`src/rtl/mm_exp_ctrl.sv`:
```
// rtl/mm_exp_ctrl.sv - left-to-right binary exponentiation sequencer for a Montgomery multiplier
module mm_exp_ctrl #(
    parameter int EXP_AW     = 8,
    parameter int MM_TIMEOUT = 4096
) (
    input  logic              clk,
    input  logic              rst,
    input  logic              start,
    input  logic [EXP_AW-1:0] exp_len,
    output logic [EXP_AW-1:0] exp_bit_addr,
    input  logic              exp_bit,
    output logic              mm_start,
    input  logic              mm_done,
    output logic [2:0]        mm_opa_sel,
    output logic [2:0]        mm_opb_sel,
    output logic              mm_dst_sel,
    output logic              busy,
    output logic              done,
    output logic              err,
    output logic [15:0]       op_count
);

    localparam int TW = $clog2(MM_TIMEOUT + 1);
    localparam logic [TW-1:0]     T_LAST = TW'(MM_TIMEOUT - 1);
    localparam logic [TW-1:0]     T_ONE  = TW'(1);
    localparam logic [EXP_AW-1:0] I_ONE  = EXP_AW'(1);

    localparam logic [2:0] SRC_ACC = 3'd0;
    localparam logic [2:0] SRC_XM  = 3'd1;
    localparam logic [2:0] SRC_X   = 3'd2;
    localparam logic [2:0] SRC_R2  = 3'd3;
    localparam logic [2:0] SRC_ONE = 3'd4;

    typedef enum logic [3:0] {
        S_IDLE, S_INIT_X, S_INIT_A, S_FETCH, S_BIT,
        S_SQR, S_MUL, S_FIN, S_WAIT, S_DONE
    } state_t;

    state_t            state, state_nx;
    state_t            src, src_nx;
    state_t            op_state;
    logic [EXP_AW-1:0] idx, idx_nx;
    logic              bit_q, bit_nx;
    logic              err_q, err_nx;
    logic [15:0]       op_cnt;
    logic [TW-1:0]     wcnt;
    logic              issue;
    logic              accept;
    logic              step;

    always_ff @(posedge clk) begin
        if (!rst) begin
            state  <= S_IDLE;
            src    <= S_IDLE;
            idx    <= '0;
            bit_q  <= 1'b0;
            err_q  <= 1'b0;
            op_cnt <= 16'd0;
            wcnt   <= '0;
        end else begin
            state <= state_nx;
            src   <= src_nx;
            idx   <= idx_nx;
            bit_q <= bit_nx;
            err_q <= err_nx;
            if (accept)
                op_cnt <= 16'd0;
            else if (issue && op_cnt != 16'hFFFF)
                op_cnt <= op_cnt + 16'd1;
            // wcnt counts the issue cycle too, so timeout lands MM_TIMEOUT cycles after mm_start
            if (issue)
                wcnt <= T_ONE;
            else if (state == S_WAIT)
                wcnt <= wcnt + T_ONE;
        end
    end

    always_comb begin
        state_nx = state;
        src_nx   = src;
        idx_nx   = idx;
        bit_nx   = bit_q;
        err_nx   = 1'b0;
        issue    = 1'b0;
        accept   = 1'b0;
        step     = 1'b0;
        case (state)
            S_IDLE: begin
                if (start) begin
                    if (exp_len != '0) begin
                        accept   = 1'b1;
                        idx_nx   = exp_len - I_ONE;
                        state_nx = S_INIT_X;
                    end else begin
                        err_nx = 1'b1;
                    end
                end
            end
            S_INIT_X, S_INIT_A, S_SQR, S_MUL, S_FIN: begin
                issue    = 1'b1;
                src_nx   = state;
                state_nx = S_WAIT;
            end
            S_FETCH: state_nx = S_BIT;
            S_BIT: begin
                bit_nx   = exp_bit;
                state_nx = S_SQR;
            end
            S_WAIT: begin
                if (mm_done) begin
                    case (src)
                        S_INIT_X: state_nx = S_INIT_A;
                        S_INIT_A: state_nx = S_FETCH;
                        S_SQR: begin
                            if (bit_q) state_nx = S_MUL;
                            else       step     = 1'b1;
                        end
                        S_MUL:   step     = 1'b1;
                        S_FIN:   state_nx = S_DONE;
                        default: state_nx = S_IDLE;
                    endcase
                    if (step) begin
                        if (idx != '0) begin
                            idx_nx   = idx - I_ONE;
                            state_nx = S_FETCH;
                        end else begin
                            state_nx = S_FIN;
                        end
                    end
                end else if (wcnt >= T_LAST) begin
                    err_nx   = 1'b1;
                    state_nx = S_IDLE;
                end
            end
            S_DONE:  state_nx = S_IDLE;
            default: state_nx = S_IDLE;
        endcase
    end

    // Selects follow the issuing op from its mm_start cycle until WAIT is left.
    always_comb begin
        op_state   = issue ? state : ((state == S_WAIT) ? src : S_IDLE);
        mm_opa_sel = SRC_ACC;
        mm_opb_sel = SRC_ACC;
        mm_dst_sel = 1'b0;
        case (op_state)
            S_INIT_X: begin mm_opa_sel = SRC_X;   mm_opb_sel = SRC_R2;  mm_dst_sel = 1'b1; end
            S_INIT_A: begin mm_opa_sel = SRC_ONE; mm_opb_sel = SRC_R2;  end
            S_MUL:    begin mm_opa_sel = SRC_ACC; mm_opb_sel = SRC_XM;  end
            S_FIN:    begin mm_opa_sel = SRC_ACC; mm_opb_sel = SRC_ONE; end
            default:  begin mm_opa_sel = SRC_ACC; mm_opb_sel = SRC_ACC; end
        endcase
    end

    assign mm_start     = issue;
    assign busy         = (state != S_IDLE) && (state != S_DONE);
    assign done         = (state == S_DONE);
    assign err          = err_q;
    assign op_count     = op_cnt;
    assign exp_bit_addr = idx;

endmodule

```
`config.mk`:
```
export PLATFORM = sky130hd
export DESIGN_NAME = mm_exp_ctrl
export DESIGN_NICKNAME = d
export VERILOG_FILES = /design/src/rtl/mm_exp_ctrl.sv
export SDC_FILE = /design/constraint.sdc
export NUM_CORES = 1
export LEC_CHECK = 0
export BUFFER_PORTS_ARGS = -buffer_cell sky130_fd_sc_hd__buf_2
export CAP_MARGIN = 20
export CORE_UTILIZATION = 60
export DETAILED_ROUTE_END_ITERATION = 16
export PLACE_DENSITY = 0.85
export SLEW_MARGIN = 20
export SYNTH_ARGS = -nofsm -noshare
export SYNTH_HDL_FRONTEND = slang
export SYNTH_SLANG_ARGS = --single-unit
```
`constraint.sdc`:
```
create_clock -name clk -period 6.3 [get_ports clk]
set_input_delay 0.945 -clock clk [delete_from_list [all_inputs] [get_ports clk]]
set_output_delay 0.945 -clock clk [all_outputs]
set_load 0.05 [all_outputs]
```
==> results of run 1 <==
-- layer usage --
| metal | part of all wire [%] | track usage, % | vias to the layer above |
|---|---|---|---|
| li1 | - | - | 1249 |
| met1 | 46 | 35.0 | 1157 |
| met2 | 48 | 47.9 | 80 |
| met3 | 4.9 | 6.50 | 12 |
| met4 | 1.2 | 7.55 | 0 |
| met5 | 0 | 0 | - |
-- through the flow --
stage	cell area [um2]	setup WS, ns	power, mW	cells
3_5_place_dp	2830	3.40	0.541	416
3_3_place_gp	2830	3.45	0.537	416
2_1_floorplan	2620	2.54	0.499	335
6_report	2970	3.03	0.801	424
5_1_grt	2970	2.78	0.834	424
4_1_cts	2970	3.06	0.801	424
-- cells in the mapped netlist, drive strengths merged --
cell type  count  area (um2)
a21boi         6        45.0
a21oi         19        95.1
a22oi          1        7.51
a311oi         2        17.5
a31oi          3        18.8
a41o           1        10.0
and2           5        31.3
and3           2        12.5
and3b          1        8.76
and4           3        26.3
buf            6        53.8
clkbuf        10        37.5
clkinv         1        8.76
conb           1        3.75
dfxtp         47         941
ha             3        37.5
inv            8        30.0
mux2i          6        60.1
nand2         44         165
nand2b         8        50.1
nand3         15        75.1
nand3b         3        22.5
nand4          9        56.3
nor2          40         153
nor2b          2        12.5
nor3          15        86.3
nor3b          1        7.51
nor4           5        31.3
nor4b          2        17.5
o2111a         1        11.3
o211a          1        10.0
o211ai         3        22.5
o21a           1        7.51
o21ai         17        85.1
o22a           1        8.76
o31ai          1        12.5
o41ai          2        17.5
or2            1        6.26
or3           12        85.1
or3b           1        8.76
or4b           1        10.0
xnor2         12         105
xor2          12         105
-- flip-flops by register name, summed over array words and instances (netlist names) --
name,count
bit_q,1
wcnt,13
src,4
exp_bit_addr,8
state,4
op_count,16
err,1
-- cells by family (layout without fill, tap and decap cells) --
group / after synthesis / count (layout)
other cells: 1 / 1
buf+inv: 25 / 64
mux: 6 / 6
compound gates: 59 / 59
fa+ha+maj: 3 / 3
flops: 47 / 47
xor+xnor: 24 / 24
simple gates: 170 / 170
-- tightest hold or removal path: cells and delay by family, from the launching register on --
family,cells,cell delay (ns)
flops,1,0.33
compound gates,2,0.13
-- cell usage in the layout (no fill, tap or decap), drive strengths merged, types with 9 or more instances in the layout --
master and instances:
nor2 40, dfxtp 47, nor3 15, nand4 9, o21ai 17, a21oi 19, buf 47, nand3 15
or3 12, nand2 44, xnor2 12, xor2 12
-- area by class of cell --
| type | count | area [um2] | share of cell area, % |
|---|---|---|---|
| sequential | 47 | 941 | 31.7 |
| timing repair buffer | 47 | 238 | 8.01 |
| multi-input combinational | 263 | 1550 | 52.3 |
| inverter | 9 | 38.8 | 1.31 |
| clock buffer | 5 | 68.8 | 2.32 |
| tap | 50 | 62.6 | 2.11 |
| clock inverter | 3 | 67.6 | 2.28 |
-- final timing paths --
path	startpoint	endpoint	cells after the start
worst max-delay path	state[3]	mm_opb_sel[1]	7
worst min-delay path	wcnt[12]	wcnt[12]	2
worst max register to register	state[3]	exp_bit_addr[6]	8
worst min register to register	wcnt[12]	wcnt[12]	2
-- where the power goes --
part / leakage (nW) / internal (mW) / switching [mW]
Sequential: 0.381 / 0.310 / 0.0253
Combinational: 0.725 / 0.0583 / 0.143
Clock: 0.0644 / 0.158 / 0.106
==> results.json, run 1 <==
{
  "grt_max_degree": 20,
  "io-pin-count": 48,
  "std_cell_rows": 23,
  "antenna_found_initial": 0,
  "hold_viol": 0,
  "diodes": 0,
  "cts_hold_buf": 0,
  "synth_compound_area_share_pct": 14.1,
  "hp-class": "reg2reg",
  "wire_per_inst_um": 14.4,
  "worstPathMaxFanout": 19,
  "yosysSeqAreaShare_pct": 35.9,
  "clk_latency_ns": 0.31,
  "route.antenna.remaining_nets": 0,
  "routed_wirelength_um": 6110,
  "synth.distinct_cells": 49,
  "cts_sinks": 47,
  "worst_pin_slew_ns": 1.05,
  "synthesis.nets": 351,
  "fp.dieW_um": 68.1,
  "path_cells": "nor3b_1, nand3_1, o21ai_0, nand2b_1, a311oi_1, or2_2, buf_2",
  "period_share_pct": 51.9,
  "drt_first_pass_iters": 4,
  "cts_htree_levels": 2,
  "vias_per_cell": 5.89,
  "grt_setup_unrepaired": "false",
  "critPathMaxStageDelay_ns": 0.65,
  "finalClockSkew_ns": 0.00622,
  "port_buffers": 46,
  "tritoncts": "done",
  "die_y_um": 68.1,
  "ctsRootBufferMaster": "clkbuf_8",
  "ys_seq_elements": 47,
  "grt_pass1_vias": 2225,
  "outcome": "finished, final reports clean",
  "clkTransAtPathRegs_ns": 0.09,
  "drive_gt1_share_pct": 17.1,
  "drc": 0,
  "grt_pass1_wl_um": 9820,
  "gp_congestion": 0.917,
  "utilization_pct": 72.7,
  "clockBufferDepth": 2,
  "path_buf_inv": 1,
  "max_cap_viol_count": 0,
  "irDropWorstVdd_v": 0.000146,
  "hold_ws_ns": 0.502,
  "synth.mux.area_fraction_pct": 2.29,
  "nNetsFinal": 389,
  "syn_area_um2": 2620,
  "synth_top_family_by_area": "simple AND/OR/NAND/NOR gates",
  "die-area_um2": 4630,
  "start_util_pct": 64.1,
  "post-route-min-period_ns": 3.27,
  "setup_violations": 0,
  "fmax_mhz": 306,
  "crit_type": "reg2out",
  "synth-xor-area-share_pct": 8.03,
  "relSlewSlack_pct": 29.5,
  "synthToLayoutAreaGrowth_pct": 13.4,
  "p_per_area_nw_per_um2": 270,
  "syn_area_per_cell_um2": 7.81,
  "hpwlAfterDp_um": 4370,
  "grt_use_total_pct": 28.0,
  "power.leakage_nw": 1.17,
  "final.setup.tns_ns": 0,
  "post_cts_resized": 0,
  "crit_path_start_kind": "register",
  "synth_cells": 335,
  "grt_overflow_total": 0,
  "drtIter0Drc": 183,
  "synthAdderAreaFrac_pct": 1.43,
  "synthSimpleGateAreaFrac_pct": 33.1,
  "dr_total_vias": 2498,
  "critPathRequiredTime_ns": 5.35,
  "fillers": 316,
  "numCtsBuffers": 5,
  "drv_slew": 0,
  "arrival_ns": 2.33,
  "reg2reg_slack_ns": 3.52,
  "yosys_warnings": 0,
  "crit_family": "simple AND/OR/NAND/NOR gates",
  "coreArea_um2": 4090,
  "cp-end-kind": "output port",
  "crit_slowest_cell": "dfxtp_1",
  "cts_setup_buffers": 0
}
Power figures use the tool's default switching activity.
==> run 2: changes to the inputs <==
Settings changed: ABC_AREA from default to 1, CORE_UTILIZATION 60 to 56, PLACE_DENSITY 0.85 to 0.79.
Clock period 6.3 ns to 3.35 ns, I/O delays scaled along.
==> results.json, run 2 <==
{
  "outcome": "finished, final reports clean",
  "critPathMaxStageDelay_ns": 0.40,
  "seq_power_share_pct": 41.2,
  "synth_most_common_cell": "nand2_1",
  "mostFrequentLayoutCells": "nand2_1, nor2_1, inv_1, dfxtp_1, buf_2",
  "grt_use_total_pct": 25.2,
  "grt_overflow_total": 0,
  "path_cells": "nor2_1, buf_4, nor2_1, o21ai_2, inv_2, nand2_1, o21ai_1, nand2_1, o21ai_1, buf_2",
  "tritoncts": "done",
  "wire_per_inst_um": 11.5,
  "grt_pass1_vias": 2517,
  "grt_max_degree": 27,
  "synthToLayoutAreaGrowth_pct": 13.2,
  "power.leakage_nw": 1.39,
  "use_met3_pct": 4.80,
  "port_buffers": 46,
  "max_cap_viol_count": 0,
  "p_clk_share_pct": 28.0,
  "drtIter0Drc": 160,
  "switching_share_pct": 38.5,
  "dr_total_vias": 2926,
  "cts_htree_levels": 2,
  "synthFlopType": "dfxtp_1",
  "place_area_um2": 3110,
  "grt_pass1_wl_um": 10600,
  "seqCellArea_um2": 941,
  "std_cell_rows": 25,
  "clk_latency_ns": 0.30,
  "routed_wirelength_um": 6550,
  "start_util_pct": 59.2,
  "drv_slew": 0,
  "worstPathMaxFanout": 11,
  "final.setup.tns_ns": 0,
  "die_y_um": 73.4,
  "min_path_cells": 3,
  "multi_input_area_um2": 1610,
  "final_common_cell": "nand2_1",
  "power_mw": 1.51,
  "critPathRequiredTime_ns": 2.85,
  "final_cell_count_no_fill": 571,
  "synth_cells": 458,
  "period_share_pct": 78.9,
  "ys_seq_elements": 47,
  "p_per_area_nw_per_um2": 469,
  "crit_slowest_cell": "dfxtp_1",
  "numCtsBuffers": 5,
  "synth_top_cells_by_count": "nand2_1, nor2_1, inv_1, dfxtp_1",
  "grt_busiest_layer": "met2",
  "post_cts_resized": 0,
  "synth_top_area_share_pct": 33.0,
  "cts_sinks": 47,
  "gp_congestion": 0.952,
  "cts_hold_buf": 0,
  "cp-end-kind": "output port",
  "stdcell_area_um2": 3230,
  "grt_util_met1_pct": 30.3,
  "fmax_mhz": 378,
  "die-area_um2": 5380,
  "reg2reg_depth": 9,
  "synth.distinct_cells": 32,
  "syn_area_per_cell_um2": 6.23,
  "async_reset_ff_share_pct": 0,
  "p_comb_share_pct": 30.8,
  "yosys_warnings": 0,
  "synth_area_leaders": "dfxtp_1, nand2_1, nor2_1",
  "yosysSeqAreaShare_pct": 33.0,
  "synth_edf_count": 0,
  "vias_per_cell": 5.12,
  "drc": 0,
  "drt_first_pass_iters": 4,
  "post-route-min-period_ns": 2.64,
  "grt_setup_unrepaired": "false",
  "syn_area_um2": 2850,
  "clkTransAtPathRegs_ns": 0.09,
  "hold_ws_ns": 0.445,
  "antenna_found_initial": 0,
  "crit_path_start_kind": "register",
  "cts_setup_buffers": 0,
  "fp.dieW_um": 73.4,
  "cell_internal_pwr_uw": 931,
  "arrival_ns": 2.14,
  "placed_cells": 563,
  "finalClockSkew_ns": 0.00547,
  "diodes": 0,
  "largest_register_ffs": 16,
  "io-pin-count": 48,
  "drive_gt1_share_pct": 14.1,
  "power_switching_uw": 583,
  "irDropWorstVdd_v": 0.000303,
  "route.antenna.remaining_nets": 0,
  "crit_type": "reg2out",
  "hold_viol": 0,
  "ctsRootBufferMaster": "clkbuf_8",
  "fillers": 484,
  "synthesis.nets": 474,
  "hpwlAfterDp_um": 4950,
  "nNetsFinal": 519,
  "synth_top_area_cell": "dfxtp_1",
  "setup_violations": 0,
  "grt_util_met2_pct": 44.7,
  "hp-class": "in2reg",
  "clockBufferDepth": 2,
  "coreArea_um2": 4820
}
==> run 2: layout make-up <==
cell class | count | area share (%)
clock buffer | 5 | 2.13
clock inverter | 3 | 1.43
inverter | 61 | 7.10
multi-input combinational | 340 | 50.0
sequential | 47 | 29.2
tap | 67 | 2.60
timing repair buffer | 48 | 7.60
==> run 2: metal layers <==
metal / wire, um / part of all wire [%] / vias to the layer above
met1: 3000 / 46 / 1302
met3: 273 / 4.2 / 10
li1: - / - / 1544
met4: 101 / 1.5 / 0
met2: 3170 / 48 / 70
met5: 0 / 0 / -
==> run 2: through the flow <==
step | worst slack, ns | util, %
after CTS | 0.704 | 67.0
after detailed placement | 1.09 | 64.6
after global placement | 1.15 | 64.6
after floorplan | 0.529 | -
final | 0.705 | 67.0
after global routing | 0.461 | 67.0
==> run 2: final timing paths <==
check                           slack [ns]             to         from
worst min-delay path                  0.45          bit_q      exp_bit
worst max register to register        1.18    op_count[5]  op_count[0]
worst max-delay path                  0.71  mm_opb_sel[0]     state[1]
worst min register to register        0.48        wcnt[2]      wcnt[2]
==> run 2: critical path, delay by kind of cell (launching register included) <==
kind,cells,cell delay [ns]
AOI/OAI and AO/OA,3,0.45
DFF,1,0.40
buffers and inverters,3,0.60
and+or+nand+nor,4,0.39
==> run 2: cell families (layout without fill, tap and decap cells) <==
family	after synthesis	after routing	share of synthesized area, %
flip-flops	47	47	33.0
AO/OA/AOI/OAI	68	68	12.4
adder cells (fa/ha/maj)	3	3	1.32
buffers and inverters	71	117	10.4
XOR/XNOR	12	12	3.69
AND/OR/NAND/NOR	256	256	39.1
other	1	1	0.132
==> run 2: power by group through the flow <==
stage	sequential, mW	combinational (mW)	clock [mW]
global route	0.628	0.510	0.464
finish	0.623	0.467	0.424
global placement	0.634	0.461	0
floorplan	0.712	0.291	0
detailed placement	0.635	0.464	0
CTS	0.622	0.467	0.440
==> run 3: changes to the inputs <==
Clock period 3.35 ns to 2.5 ns, I/O delays scaled along.
==> results.json, run 3 (synthesis results as in run 2) <==
{
  "finalClockSkew_ns": 0.00385,
  "tritoncts": "done",
  "drv_slew": 0,
  "clockBufferDepth": 2,
  "vias_per_cell": 5.26,
  "wire_per_inst_um": 12.0,
  "dr_total_vias": 3024,
  "worstPathMaxFanout": 8,
  "reg2reg_to": "exp_bit_addr[2]",
  "hold_viol": 0,
  "hpwlAfterDp_um": 5150,
  "r2r_start": "state[3]",
  "coreArea_um2": 4820,
  "max_cap_viol_count": 0,
  "fmax_mhz": 415,
  "diodes": 0,
  "post-place-ws_ns": 0.352,
  "mostFrequentLayoutCells": "nand2_1, nor2_1, inv_1, dfxtp_1, buf_2",
  "clk_latency_ns": 0.30,
  "drc": 0,
  "clkTransAtPathRegs_ns": 0.09,
  "std_cell_rows": 25,
  "hold_ws_ns": 0.310,
  "die-area_um2": 5380,
  "multi_input_area_um2": 1640,
  "period_share_pct": 96.3,
  "outcome": "finished, final reports clean",
  "drtIter0Drc": 165,
  "final_common_cell": "nand2_1",
  "critPathRequiredTime_ns": 2.12,
  "reg2reg_slack_ns": 0.48,
  "seqCellArea_um2": 942,
  "die_y_um": 73.4,
  "numCtsBuffers": 5,
  "ctsRootBufferMaster": "clkbuf_8",
  "cts_sinks": 47,
  "crit_top_cell": "nand2_1",
  "irDropWorstVdd_v": 0.000414,
  "crit_family": "simple AND/OR/NAND/NOR gates",
  "cp.depth": 9,
  "port_buffers": 46,
  "power.leakage_nw": 1.41,
  "stdcell_area_um2": 3260,
  "largest_register_ffs": 16,
  "path_buf_inv": 2,
  "path_cells": "nor2_2, nor2_1, o21ai_4, inv_2, nand2_1, o21ai_1, nand2_1, a21oi_1, buf_4",
  "grt_max_degree": 18,
  "setup_ws_ns": 0.0917,
  "cts_htree_levels": 2,
  "worstSetupStartpoint": "state[0]",
  "grt_pass1_vias": 2635,
  "crit_path_start_kind": "register",
  "grt_overflow_total": 0,
  "synthToLayoutAreaGrowth_pct": 14.4,
  "route.antenna.remaining_nets": 0,
  "routed_wirelength_um": 6890,
  "p_per_area_nw_per_um2": 600,
  "post-route-min-period_ns": 2.41,
  "drt_first_pass_iters": 6,
  "io-pin-count": 48,
  "place_area_um2": 3140,
  "nNetsFinal": 523,
  "hp-class": "in2reg",
  "crit_path_end": "mm_opb_sel[1]",
  "crit_slowest_cell": "dfxtp_1",
  "antenna_found_initial": 0,
  "grt_use_total_pct": 26.8,
  "crit_type": "reg2out",
  "grt_pass1_wl_um": 11300,
  "gp_congestion": 0.949,
  "fp.dieW_um": 73.4,
  "power_mw": 1.96,
  "reg2reg_depth": 9,
  "drive_gt1_share_pct": 15.9,
  "cp-end-kind": "output port",
  "start_util_pct": 59.2,
  "critPathMaxStageDelay_ns": 0.40,
  "fillers": 462,
  "arrival_ns": 2.03,
  "cts_hold_buf": 0,
  "setup_violations": 0
}
run 3: power breakdown:
group | internal [mW] | total [mW] | switching (mW) | leakage (nW)
clock network | 0.197 | 0.465 | 0.268 | 0.0483
registers | 0.790 | 0.835 | 0.0454 | 0.382
logic | 0.172 | 0.655 | 0.483 | 0.977
run 3: how the worst min path moves through the flow:
| stage | depth (start not counted) | endpoint | slack [ns] | startpoint |
|---|---|---|---|---|
| floorplan | 2 | wcnt[2] | 0.44 | wcnt[2] |
| global placement | 2 | wcnt[2] | 0.45 | wcnt[2] |
| detailed placement | 2 | wcnt[2] | 0.47 | wcnt[2] |
| CTS | 3 | bit_q | 0.30 | exp_bit |
| global route | 3 | bit_q | 0.33 | exp_bit |
| finish | 3 | bit_q | 0.31 | exp_bit |
run 3: layout make-up:
class                      count  share of cell area (%)
tap                           67                    2.57
multi-input combinational    340                    50.2
timing repair buffer          52                    8.59
clock buffer                   5                    2.11
inverter                      61                    7.02
clock inverter                 3                   0.575
sequential                    47                    28.9
run 3: worst reg2reg max path, stage by stage, from the launching register on:
cell and delay, ns:
dfxtp_1 0.46, inv_2 0.09, nor2_4 0.17, nand2_4 0.13, o21ai_0 0.35, inv_1 0.11
ha_1 0.27, xnor2_1 0.14, o21ai_0 0.16, nor2_1 0.05
run 3: per-stage QoR:
stage / util [%] / std cells / setup TNS, ns
3_3_place_gp: 65.2 / 565 / 0
5_1_grt: 67.7 / 575 / -0.0189
4_1_cts: 67.0 / 573 / 0
6_report: 67.7 / 575 / 0
3_5_place_dp: 65.2 / 565 / 0
2_1_floorplan: - / 458 / 0
run 3: layer usage:
layer  track usage [%]  vias up  share of wire [%]
met5                 0        -                  0
met3              3.84       17                5.5
met2              47.8       96                 49
li1                  -     1549                  -
met1              31.9     1362                 43
met4              11.8        0                2.2
run 3: timing repair:
item                                    CTS  global route
setup buffers                             0             2
endpoints found under the setup margin    0             6
gates resized for setup                   0             8
